===== src/rtl/fetch_unit.sv =====
// Instruction fetch unit: PC register, single-outstanding imem request, IR latch and sticky fault.
// Optional feature: define FETCH_MISALIGN_TRAP_EN to trap fetches from a PC with pc[1:0] != 0.
module fetch_unit #(
  parameter logic [31:0] RESET_PC       = 32'h0000_0000,
  parameter int unsigned TIMEOUT_CYCLES = 255
) (
  input  logic        clk,
  input  logic        reset,
  input  logic        fetch_start,
  input  logic        pc_write,
  input  logic        pc_sel,
  input  logic [31:0] branch_target,
  output logic        imem_req,
  output logic [31:0] imem_addr,
  input  logic        imem_ack,
  input  logic [31:0] imem_rdata,
  input  logic        imem_err,
  output logic [31:0] instruction,
  output logic        instr_valid,
  output logic [31:0] pc,
  output logic [31:0] pc_plus4,
  output logic        fetch_busy,
  output logic        fault,
  output logic [1:0]  fault_cause
);

  typedef enum logic [1:0] {
    ST_IDLE  = 2'd0,
    ST_REQ   = 2'd1,
    ST_VALID = 2'd2,
    ST_FAULT = 2'd3
  } state_t;

  localparam logic [15:0] TIMEOUT_LIMIT = 16'(TIMEOUT_CYCLES);

  state_t      state_r;
  logic [15:0] wait_cnt_r;
  logic        pend_valid_r;
  logic [31:0] pend_target_r;

  logic [31:0] write_target_s;
  logic [31:0] idle_pc_s;
  logic [31:0] fetch_addr_s;
  logic [15:0] wait_next_s;
  logic        misaligned_s;

  // PC selection for an IDLE edge: a fresh pc_write is newer than any pending entry and wins.
  always_comb begin
    write_target_s = pc_sel ? branch_target : (pc + 32'd4);
    if (pc_write) begin
      idle_pc_s = write_target_s;
    end else if (pend_valid_r) begin
      idle_pc_s = pend_target_r;
    end else begin
      idle_pc_s = pc;
    end
    wait_next_s = wait_cnt_r + 16'd1;
`ifdef FETCH_MISALIGN_TRAP_EN
    misaligned_s = (idle_pc_s[1:0] != 2'b00);
    fetch_addr_s = idle_pc_s;
`else
    misaligned_s = 1'b0;
    fetch_addr_s = {idle_pc_s[31:2], 2'b00};
`endif
  end

  // Fetch FSM with all outputs registered; reset is asynchronous so imem_req drops immediately.
  always_ff @(posedge clk or posedge reset) begin
    if (reset) begin
      state_r       <= ST_IDLE;
      wait_cnt_r    <= 16'd0;
      pend_valid_r  <= 1'b0;
      pend_target_r <= 32'h0000_0000;
      pc            <= RESET_PC;
      pc_plus4      <= RESET_PC + 32'd4;
      imem_req      <= 1'b0;
      imem_addr     <= RESET_PC;
      instruction   <= 32'h0000_0000;
      instr_valid   <= 1'b0;
      fetch_busy    <= 1'b0;
      fault         <= 1'b0;
      fault_cause   <= 2'b00;
    end else begin
      case (state_r)
        ST_IDLE: begin
          pc           <= idle_pc_s;
          pc_plus4     <= idle_pc_s + 32'd4;
          pend_valid_r <= 1'b0;
          instr_valid  <= 1'b0;
          if (fetch_start && misaligned_s) begin
            state_r     <= ST_FAULT;
            fault       <= 1'b1;
            fault_cause <= 2'b11;
          end else if (fetch_start) begin
            state_r    <= ST_REQ;
            imem_req   <= 1'b1;
            imem_addr  <= fetch_addr_s;
            wait_cnt_r <= 16'd0;
            fetch_busy <= 1'b1;
          end else begin
            state_r <= ST_IDLE;
          end
        end
        ST_REQ: begin
          // PC is frozen while a fetch is in flight; updates wait in the pending entry.
          if (pc_write) begin
            pend_valid_r  <= 1'b1;
            pend_target_r <= write_target_s;
          end
          if (imem_ack && imem_err) begin
            state_r     <= ST_FAULT;
            imem_req    <= 1'b0;
            fetch_busy  <= 1'b0;
            fault       <= 1'b1;
            fault_cause <= 2'b01;
          end else if (imem_ack) begin
            state_r     <= ST_VALID;
            imem_req    <= 1'b0;
            instruction <= imem_rdata;
            instr_valid <= 1'b1;
          end else if (wait_next_s == TIMEOUT_LIMIT) begin
            state_r     <= ST_FAULT;
            wait_cnt_r  <= wait_next_s;
            imem_req    <= 1'b0;
            fetch_busy  <= 1'b0;
            fault       <= 1'b1;
            fault_cause <= 2'b10;
          end else begin
            wait_cnt_r <= wait_next_s;
          end
        end
        ST_VALID: begin
          if (pc_write) begin
            pend_valid_r  <= 1'b1;
            pend_target_r <= write_target_s;
          end
          state_r     <= ST_IDLE;
          instr_valid <= 1'b0;
          fetch_busy  <= 1'b0;
        end
        ST_FAULT: begin
          state_r <= ST_FAULT;
        end
        default: begin
          state_r     <= ST_FAULT;
          imem_req    <= 1'b0;
          instr_valid <= 1'b0;
          fetch_busy  <= 1'b0;
        end
      endcase
    end
  end

endmodule

===== config.mk =====
export PLATFORM = sky130hd
export DESIGN_NAME = fetch_unit
export DESIGN_NICKNAME = d
export VERILOG_FILES = /design/src/rtl/fetch_unit.sv
export SDC_FILE = /design/constraint.sdc
export NUM_CORES = 1
export LEC_CHECK = 0
export CORE_MARGIN = 5
export CORE_UTILIZATION = 50
export CTS_CLUSTER_DIAMETER = 50
export DETAILED_ROUTE_END_ITERATION = 10
export PLACE_DENSITY_LB_ADDON = 0.3
export RECOVER_POWER = 25
export SYNTH_ARGS = -nofsm -noshare
export SYNTH_HDL_FRONTEND = slang
export SYNTH_SLANG_ARGS = --single-unit
export TNS_END_PERCENT = 1

===== constraint.sdc =====
create_clock -name clk -period 8.1 [get_ports clk]
set_input_delay 1.215 -clock clk [delete_from_list [all_inputs] [get_ports clk]]
set_output_delay 1.215 -clock clk [all_outputs]
set_load 0.02 [all_outputs]

==> results of run 1 <==
## cell usage after synthesis, types with 5 or more instances
cell type	number	area, µm²
inv_1	22	82.6
nor4_1	10	62.6
o21ai_0	82	410
a31oi_1	15	93.8
buf_2	6	30.0
dfrtp_1	180	4500
xor2_1	21	184
ha_1	8	100
mux2_2	98	1100
nor2b_1	15	93.8
o31ai_1	18	135
or4_1	11	82.6
and3_1	7	43.8
or3_1	10	62.6
clkbuf_1	51	191
o22ai_1	8	50.1
a21o_1	6	45.0
nand3_1	34	170
mux2i_1	18	180
nand2b_1	11	68.8
nand4_1	19	119
nand3b_1	7	52.6
o211ai_1	7	52.6
nor2_1	86	323
a21oi_1	49	245
nand2_1	93	349
o41ai_1	7	61.3
buf_1	11	41.3
a211oi_1	7	52.6
and2_1	5	31.3
xnor2_1	22	193
nor3_1	7	35.0
## metrics by stage
stage	setup slack, ns	total power, W
floorplan	1.97	0.00102
global placement	3.28	0.00110
detailed placement	3.22	0.00111
CTS	3.66	0.00194
global route	2.24	0.00199
finish	2.57	0.00192
## critical path: stages
cell,delay [ns]
dlygate4sd3_1,0.52
clkbuf_1,1.18
mux2_2,0.40
o2111ai_1,0.10
a221oi_1,0.47
o21ai_0,0.44
nor4b_2,0.75
nand3_2,0.20
or4_1,0.44
a31oi_1,0.17
## cell type report
type	count	area share
flip-flops and latches	181	0.356
repair buffers	214	0.165
well taps	265	0.0261
clock inverters	12	0.0102
inverters	22	0.00660
clock buffers	20	0.0359
multi-input cells	751	0.399
## power by group
group	leakage, nW	switching [W]	internal (W)	total (W)
combinational	2.90	0.0000962	0.0000745	0.000171
sequential	2.32	0.00000527	0.000912	0.000917
clock	0.274	0.000362	0.000471	0.000832
total	5.49	0.000463	0.00146	0.00192
## worst max path at each step
stage	startpoint	end	slack, ns	cells past startpoint
after CTS	pc_sel	pc_plus4[27]	3.66	10
after global routing	pc_sel	pc_plus4[26]	2.24	9
after global placement	pc_sel	pc_plus4[27]	3.28	10
final	pc_sel	pc_plus4[27]	2.57	10
after detailed placement	pc_sel	pc_plus4[27]	3.22	10
after floorplan	reset	fault	1.97	1
## state kept, by name, summed over array words and instances (netlist names)
register	cells
instr_valid	1
instruction	32
pend_valid_r	1
pc_plus4	30
wait_cnt_r	16
pend_target_r	32
imem_addr	30
fault_cause	2
pc	32
imem_req	1
state_r	2
fetch_busy	1
fault	1
## cells by family after synthesis
| logic type | synth area share |
|---|---|
| muxes | 0.129 |
| DFF | 0.454 |
| buffers and inverters | 0.0388 |
| xor gates and xnor gates | 0.0378 |
| adders and majority gates | 0.0100 |
| and+or+nand+nor | 0.173 |
| AOI/OAI and AO/OA | 0.157 |
| other | 0.000376 |
## per-layer routing
layer	up-vias	GRT usage	wire (µm)
met1	4105	0.321	11400
met2	357	0.384	13100
met3	32	0.0919	2850
li1	4040	-	-
met5	-	0	0
met4	0	0.0594	394
==> impl_metrics.json, run 1 <==
{
  "required_ns": 8.46,
  "die_y_um": 151,
  "clock-sinks": 181,
  "ys_ff_latch": 181,
  "maxCapViolCount": 2,
  "tritoncts": "done",
  "drtIter0Drc": 740,
  "final_common_cell": "dfrtp_1",
  "yosysWarnings": 0,
  "regToRegSetupSlack_ns": 3.83,
  "routed_wl_mm": 27.7,
  "antenna_cells": 0,
  "rows": 51,
  "leakage_nw": 5.49,
  "finalSetupViolCount": 0,
  "fin_cells": 1465,
  "boundaryPins": 205,
  "power_density_nw_per_um2": 151,
  "syn_area_um2": 9980,
  "clk_pin_slew_ns": 0.07,
  "hold_slack_ns": 0.478,
  "clk_latency_ns": 0.43,
  "r2r_cells": 9,
  "holdPathStages": 2,
  "core_area_um2": 19500,
  "yosysSeqAreaShare": 0.454,
  "timing.slew.headroom": -1.30,
  "arrival_ns": 5.89,
  "multi_input_area_um2": 5070,
  "grtUsageTotal": 0.244,
  "crit_type": "in2reg",
  "drc_errors": 0,
  "hold_viol_final": 0,
  "dp.cells": 1433,
  "cts_made_buffers": 17,
  "antenna_found_initial": 0,
  "ys_types": 74,
  "fin_nets": 1266,
  "num_vias": 8534,
  "peakVddDrop_mv": 0.148,
  "ant_nets": 0,
  "min-delay-start": "imem_addr[29]",
  "area_growth_pct": 27.4,
  "synth-edff-count": 0,
  "synthFlopType": "dfrtp_1",
  "violations": "capacitance limit, slew limit",
  "wl_per_cell_um": 18.9,
  "period_minus_slack_ns": 5.53,
  "cts_hold_buf": 0,
  "worst_slew_pin_slew_ns": 3.44,
  "htreeDepth": 4,
  "dp_hpwl_mm": 19.5,
  "worst-path-max-fanout": 35,
  "dpl-instance-area_um2": 12100,
  "holdPathEnd": "imem_addr[29]",
  "grt_pass1_wl_mm": 44.4,
  "final_layout_size_suffix_gt1_frac": 0.137,
  "outcome": "finished, violations left",
  "synthArstFlopShare": 1.00,
  "startpoint_type": "primary input",
  "end_kind": "flop",
  "design_area_um2": 12700,
  "grt-ovfl-total": 0,
  "fin_util": 0.651,
  "final-seq-area_um2": 4530,
  "synthCells": 1026,
  "cts_root_buf": "clkbuf_16",
  "gp_congestion": 0.920,
  "final_cell_mix": "dfrtp_1 (180), clkdlybuf4s50_1 (156), mux2_2 (98), nand2_1 (93), nor2_1 (86)",
  "viasPerCell": 5.83,
  "cts_setup_buffers": 0,
  "r2r-start": "pc[2]",
  "syn_avg_cell_area_um2": 9.72,
  "fillers": 1591,
  "fin_crit_sh": 0.683,
  "drv_slew": 113,
  "max_freq_mhz": 181,
  "portBuffers": 202,
  "fin_skew_ns": 0.00983,
  "cts_resized": 0,
  "grt_max_degree": 89,
  "first_pass_iters": 6,
  "hp-class": "reg2reg",
  "start_util": 0.511,
  "grt_pass1_vias": 8285,
  "rsz0062_at_grt": "no",
  "die_x_um": 151,
  "finalSetupTns_ns": 0,
  "clock_path_buffers": 2,
  "r2r-end": "pc_plus4[31]",
  "dieArea_um2": 22900
}
No activity file was read; power rests on OpenSTA's default activity.
==> inputs of run 2 (changes only) <==
==> constraint.sdc (replaced) <==
create_clock -name clk -period 5.3 [get_ports clk]
set_input_delay 0.795 -clock clk [delete_from_list [all_inputs] [get_ports clk]]
set_output_delay 0.795 -clock clk [all_outputs]
set_load 0.02 [all_outputs]
==> impl_metrics.json, run 2 (same netlist as run 1, synthesis figures left out) <==
{
  "clk_latency_ns": 0.43,
  "final_layout_size_suffix_gt1_frac": 0.140,
  "end_kind": "flop",
  "portBuffers": 202,
  "clock-sinks": 181,
  "worst-path-max-fanout": 16,
  "grt_pass1_wl_mm": 44.6,
  "core_area_um2": 19500,
  "htreeDepth": 4,
  "grtUsageTotal": 0.247,
  "cts_hold_buf": 0,
  "outcome": "finished, violations left",
  "clock_path_buffers": 2,
  "dp_hpwl_mm": 19.5,
  "gp_congestion": 0.912,
  "tritoncts": "done",
  "reg.largest.list": "instruction (32), pc (32), pend_target_r (32)",
  "routed_wl_mm": 28.1,
  "worst_path_max_delay_cell": "dfrtp_1",
  "final_cell_mix": "clkdlybuf4s50_1 (200), dfrtp_1 (180), mux2_2 (98), nand2_1 (93), nor2_1 (86)",
  "crit_type": "reg2reg",
  "hold_viol_final": 0,
  "finalSetupViolCount": 0,
  "rows": 51,
  "grt_pass1_vias": 8401,
  "worst_slew_pin_slew_ns": 2.57,
  "drtIter0Drc": 787,
  "first_pass_iters": 6,
  "drc_errors": 0,
  "p_int_w": 0.00229,
  "rsz0062_at_grt": "no",
  "cts_root_buf": "clkbuf_16",
  "pwr-share-clk": 0.445,
  "die_y_um": 151,
  "leakage_nw": 5.44,
  "fin_skew_ns": 0.00962,
  "wl_per_cell_um": 19.1,
  "die_x_um": 151,
  "start_util": 0.511,
  "finalSetupTns_ns": 0,
  "period_minus_slack_ns": 4.06,
  "hp-class": "reg2reg",
  "arrival_ns": 4.40,
  "cts_resized": 0,
  "maxCapViolCount": 1,
  "required_ns": 5.64,
  "fin_crit_sh": 0.766,
  "max_freq_mhz": 246,
  "violations": "capacitance limit, slew limit",
  "switching_share": 0.236,
  "crit_chain": "nand3_1, or4_1, buf_4, or4_4, a31oi_2, nand4b_2, or4_1, mux2_2, o221ai_1",
  "drv_slew": 182,
  "critPathTopFamily": "simple AND/OR/NAND/NOR gates",
  "cts_made_buffers": 17,
  "combinationalPowerShare": 0.087,
  "antenna_cells": 0,
  "dieArea_um2": 22900,
  "timing.slew.headroom": -0.714,
  "cts_setup_buffers": 0,
  "fin_nets": 1269,
  "cp_common_cell": "or4_1",
  "crit_buf_inv": 1,
  "grt-ovfl-total": 0,
  "hold_slack_ns": 0.479,
  "grt_max_degree": 182,
  "startpoint_type": "flop",
  "num_vias": 8645,
  "power_density_nw_per_um2": 235,
  "boundaryPins": 205,
  "ant_nets": 0,
  "power.switching_w": 0.000707,
  "seq_power_share": 0.467,
  "peakVddDrop_mv": 0.227,
  "regToRegSetupSlack_ns": 1.24,
  "viasPerCell": 5.89,
  "area_growth_pct": 28.0,
  "antenna_found_initial": 0,
  "final_common_cell": "clkdlybuf4s50_1",
  "cpPeakStageDelay_ns": 0.61,
  "clk_pin_slew_ns": 0.07
}
[run 2: final cells by class]
class                      count  area, µm²
fill                        1626       6750
tap                          265        332
inverter                      22       86.3
sequential                   181       4530
clock inverter                11        149
clock buffer                  21        470
multi-input combinational    751       5070
timing repair buffer         217       2130
[run 2: final timing paths]
check,from,endpoint,depth (start not counted)
min,pend_target_r[28],pend_target_r[28],2
min reg2reg,pend_target_r[28],pend_target_r[28],2
max in group asynchronous,reset,pc_plus4[16],3
max,pc[4],pc_plus4[31],9
max reg2reg,pc[4],pc_plus4[31],9
min in group asynchronous,reset,pend_target_r[27],3
[run 2: per-stage QoR]
step / area (µm²) / util / setup slack, ns / cells / total power, W
2_1_floorplan: 9980 / - / 1.01 / 1027 / 0.00157
3_3_place_gp: 12200 / 0.623 / 1.11 / 1436 / 0.00169
3_5_place_dp: 12200 / 0.623 / 1.04 / 1436 / 0.00169
4_1_cts: 12800 / 0.655 / 1.30 / 1468 / 0.00303
5_1_grt: 12800 / 0.654 / 1.03 / 1468 / 0.00311
6_report: 12800 / 0.654 / 1.24 / 1468 / 0.00300
[run 2: power by group through the flow]
stage               logic, W  registers, W  clock network, W
floorplan           0.000124       0.00144                 0
global placement    0.000261       0.00143                 0
detailed placement  0.000263       0.00143                 0
finish              0.000262       0.00140           0.00133
global route        0.000284       0.00140           0.00142
CTS                 0.000265       0.00140           0.00136
[run 2: worst reg2reg max path: stages (launching register included)]
cell	delay [ns]
dfrtp_1	0.61
nand3_1	0.46
or4_1	0.59
buf_4	0.22
or4_4	0.54
a31oi_2	0.43
nand4b_2	0.25
or4_1	0.54
mux2_2	0.27
o221ai_1	0.07
[run 2: routing by layer]
| metal | routed length (µm) | global-route usage |
|---|---|---|
| met5 | 0 | 0 |
| met3 | 2970 | 0.0820 |
| met1 | 11800 | 0.332 |
| met4 | 449 | 0.0653 |
| met2 | 12900 | 0.385 |
==> inputs of run 3 (changes only) <==
--- a/config.mk
+++ b/config.mk
@@ -6,7 +6,7 @@
 export NUM_CORES = 1
 export LEC_CHECK = 0
 export CORE_MARGIN = 5
-export CORE_UTILIZATION = 50
+export CORE_UTILIZATION = 47
 export CTS_CLUSTER_DIAMETER = 50
 export DETAILED_ROUTE_END_ITERATION = 10
 export PLACE_DENSITY_LB_ADDON = 0.3
==> constraint.sdc (replaced) <==
create_clock -name clk -period 3.6 [get_ports clk]
set_input_delay 0.54 -clock clk [delete_from_list [all_inputs] [get_ports clk]]
set_output_delay 0.54 -clock clk [all_outputs]
set_load 0.02 [all_outputs]
==> impl_metrics.json, run 3 (same netlist as run 1, synthesis figures left out) <==
{
  "outcome": "finished, violations left",
  "violations": "capacitance limit, slew limit",
  "grt_max_degree": 68,
  "core_area_um2": 21000,
  "portBuffers": 202,
  "grtUsageTotal": 0.235,
  "cts_resized": 0,
  "clock-sinks": 181,
  "hold_viol_final": 0,
  "htreeDepth": 4,
  "final_layout_size_suffix_gt1_frac": 0.183,
  "finalSetupViolCount": 0,
  "drc_errors": 0,
  "clock_path_buffers": 2,
  "grt-ovfl-total": 0,
  "worst-path-max-fanout": 10,
  "area_growth_pct": 32.9,
  "maxCapViolCount": 1,
  "first_pass_iters": 6,
  "grt_pass1_vias": 8799,
  "rows": 53,
  "die_y_um": 156,
  "max_freq_mhz": 293,
  "tritoncts": "done",
  "routed_wl_mm": 28.5,
  "peakVddDrop_mv": 0.314,
  "cts_made_buffers": 17,
  "dp.cells": 1507,
  "gp_congestion": 0.906,
  "viasPerCell": 5.77,
  "antenna_found_initial": 0,
  "power_density_nw_per_um2": 336,
  "period_minus_slack_ns": 3.41,
  "leakage_nw": 5.74,
  "worst_slew_pin_slew_ns": 1.50,
  "rsz0062_at_grt": "no",
  "dieArea_um2": 24200,
  "ant_nets": 0,
  "boundaryPins": 205,
  "final_cell_mix": "clkdlybuf4s50_1 (200), dfrtp_1 (179), mux2_2 (98), nand2_1 (93), nor2_1 (86)",
  "antenna_cells": 0,
  "hold_slack_ns": 0.486,
  "fin_skew_ns": 0.00971,
  "dp_hpwl_mm": 21.0,
  "required_ns": 3.94,
  "fillers": 1733,
  "crit_type": "reg2reg",
  "fin_cells": 1539,
  "cts_setup_buffers": 0,
  "num_vias": 8875,
  "fin_nets": 1330,
  "wl_per_cell_um": 18.5,
  "arrival_ns": 3.76,
  "grt_pass1_wl_mm": 46.2,
  "startpoint_type": "flop",
  "start_util": 0.476,
  "cts_hold_buf": 0,
  "clk_pin_slew_ns": 0.07,
  "timing.slew.headroom": -0.00439,
  "cts_root_buf": "clkbuf_16",
  "die_x_um": 156,
  "pre_cts_ws_ns": -0.127,
  "reg.largest.list": "instruction (32), pc (32), pend_target_r (32)",
  "clk_latency_ns": 0.43,
  "fin_crit_sh": 0.948,
  "end_kind": "flop",
  "drtIter0Drc": 711,
  "hp-class": "reg2reg",
  "final_common_cell": "clkdlybuf4s50_1",
  "drv_slew": 1,
  "fin_ws_ns": 0.188
}
[run 3: through the flow]
| stage | total power [W] | setup TNS (ns) | cell area, µm² | util |
|---|---|---|---|---|
| after floorplan | 0.00230 | -2.31 | 9980 | - |
| after global placement | 0.00252 | 0 | 12700 | 0.605 |
| after detailed placement | 0.00253 | -0.198 | 12700 | 0.605 |
| after CTS | 0.00451 | 0 | 13300 | 0.635 |
| after global routing | 0.00463 | 0 | 13300 | 0.633 |
| final | 0.00445 | 0 | 13300 | 0.633 |
[run 3: worst paths after layout]
path                                   from                 to  slack, ns  depth (start not counted)
max reg2reg                           pc[2]       pc_plus4[31]       0.19                          9
max in group asynchronous             reset      imem_addr[12]       0.58                          4
max                                   pc[2]       pc_plus4[31]       0.19                          9
min reg2reg                pend_target_r[0]   pend_target_r[0]       0.49                          2
min in group asynchronous             reset  pend_target_r[29]       0.91                          2
min                        pend_target_r[0]   pend_target_r[0]       0.49                          2
[run 3: layout make-up]
type                    instances  area (µm²)  area share
clock buffers                  20         457      0.0344
clock inverters                12         170      0.0128
inverters                      22        83.8     0.00632
multi-input cells             751        5080       0.383
flip-flops and latches        181        4530       0.342
well taps                     275         344      0.0259
repair buffers                278        2590       0.195
[run 3: metal layers]
metal  wire length, µm  track usage
met1             11900        0.308
met2             13000        0.369
met3              3060       0.0857
met4               588       0.0675
met5                 0            0
[run 3: worst max-delay path, stage by stage, from the launching register on]
cell,delay (ns)
dfrtp_1,0.35
ha_1,0.22
nand4_1,0.15
or4_1,0.71
or4_1,0.59
a31oi_2,0.25
nand4b_2,0.18
or4_1,0.53
mux2_2,0.27
o221ai_1,0.07
[run 3: power by group]
part | internal, W | switching, W | leakage, nW | total, W
sequential | 0.00205 | 0.0000122 | 2.32 | 0.00206
combinational | 0.000196 | 0.000222 | 3.12 | 0.000417
clock | 0.00114 | 0.000831 | 0.303 | 0.00197
total | 0.00339 | 0.00106 | 5.74 | 0.00445
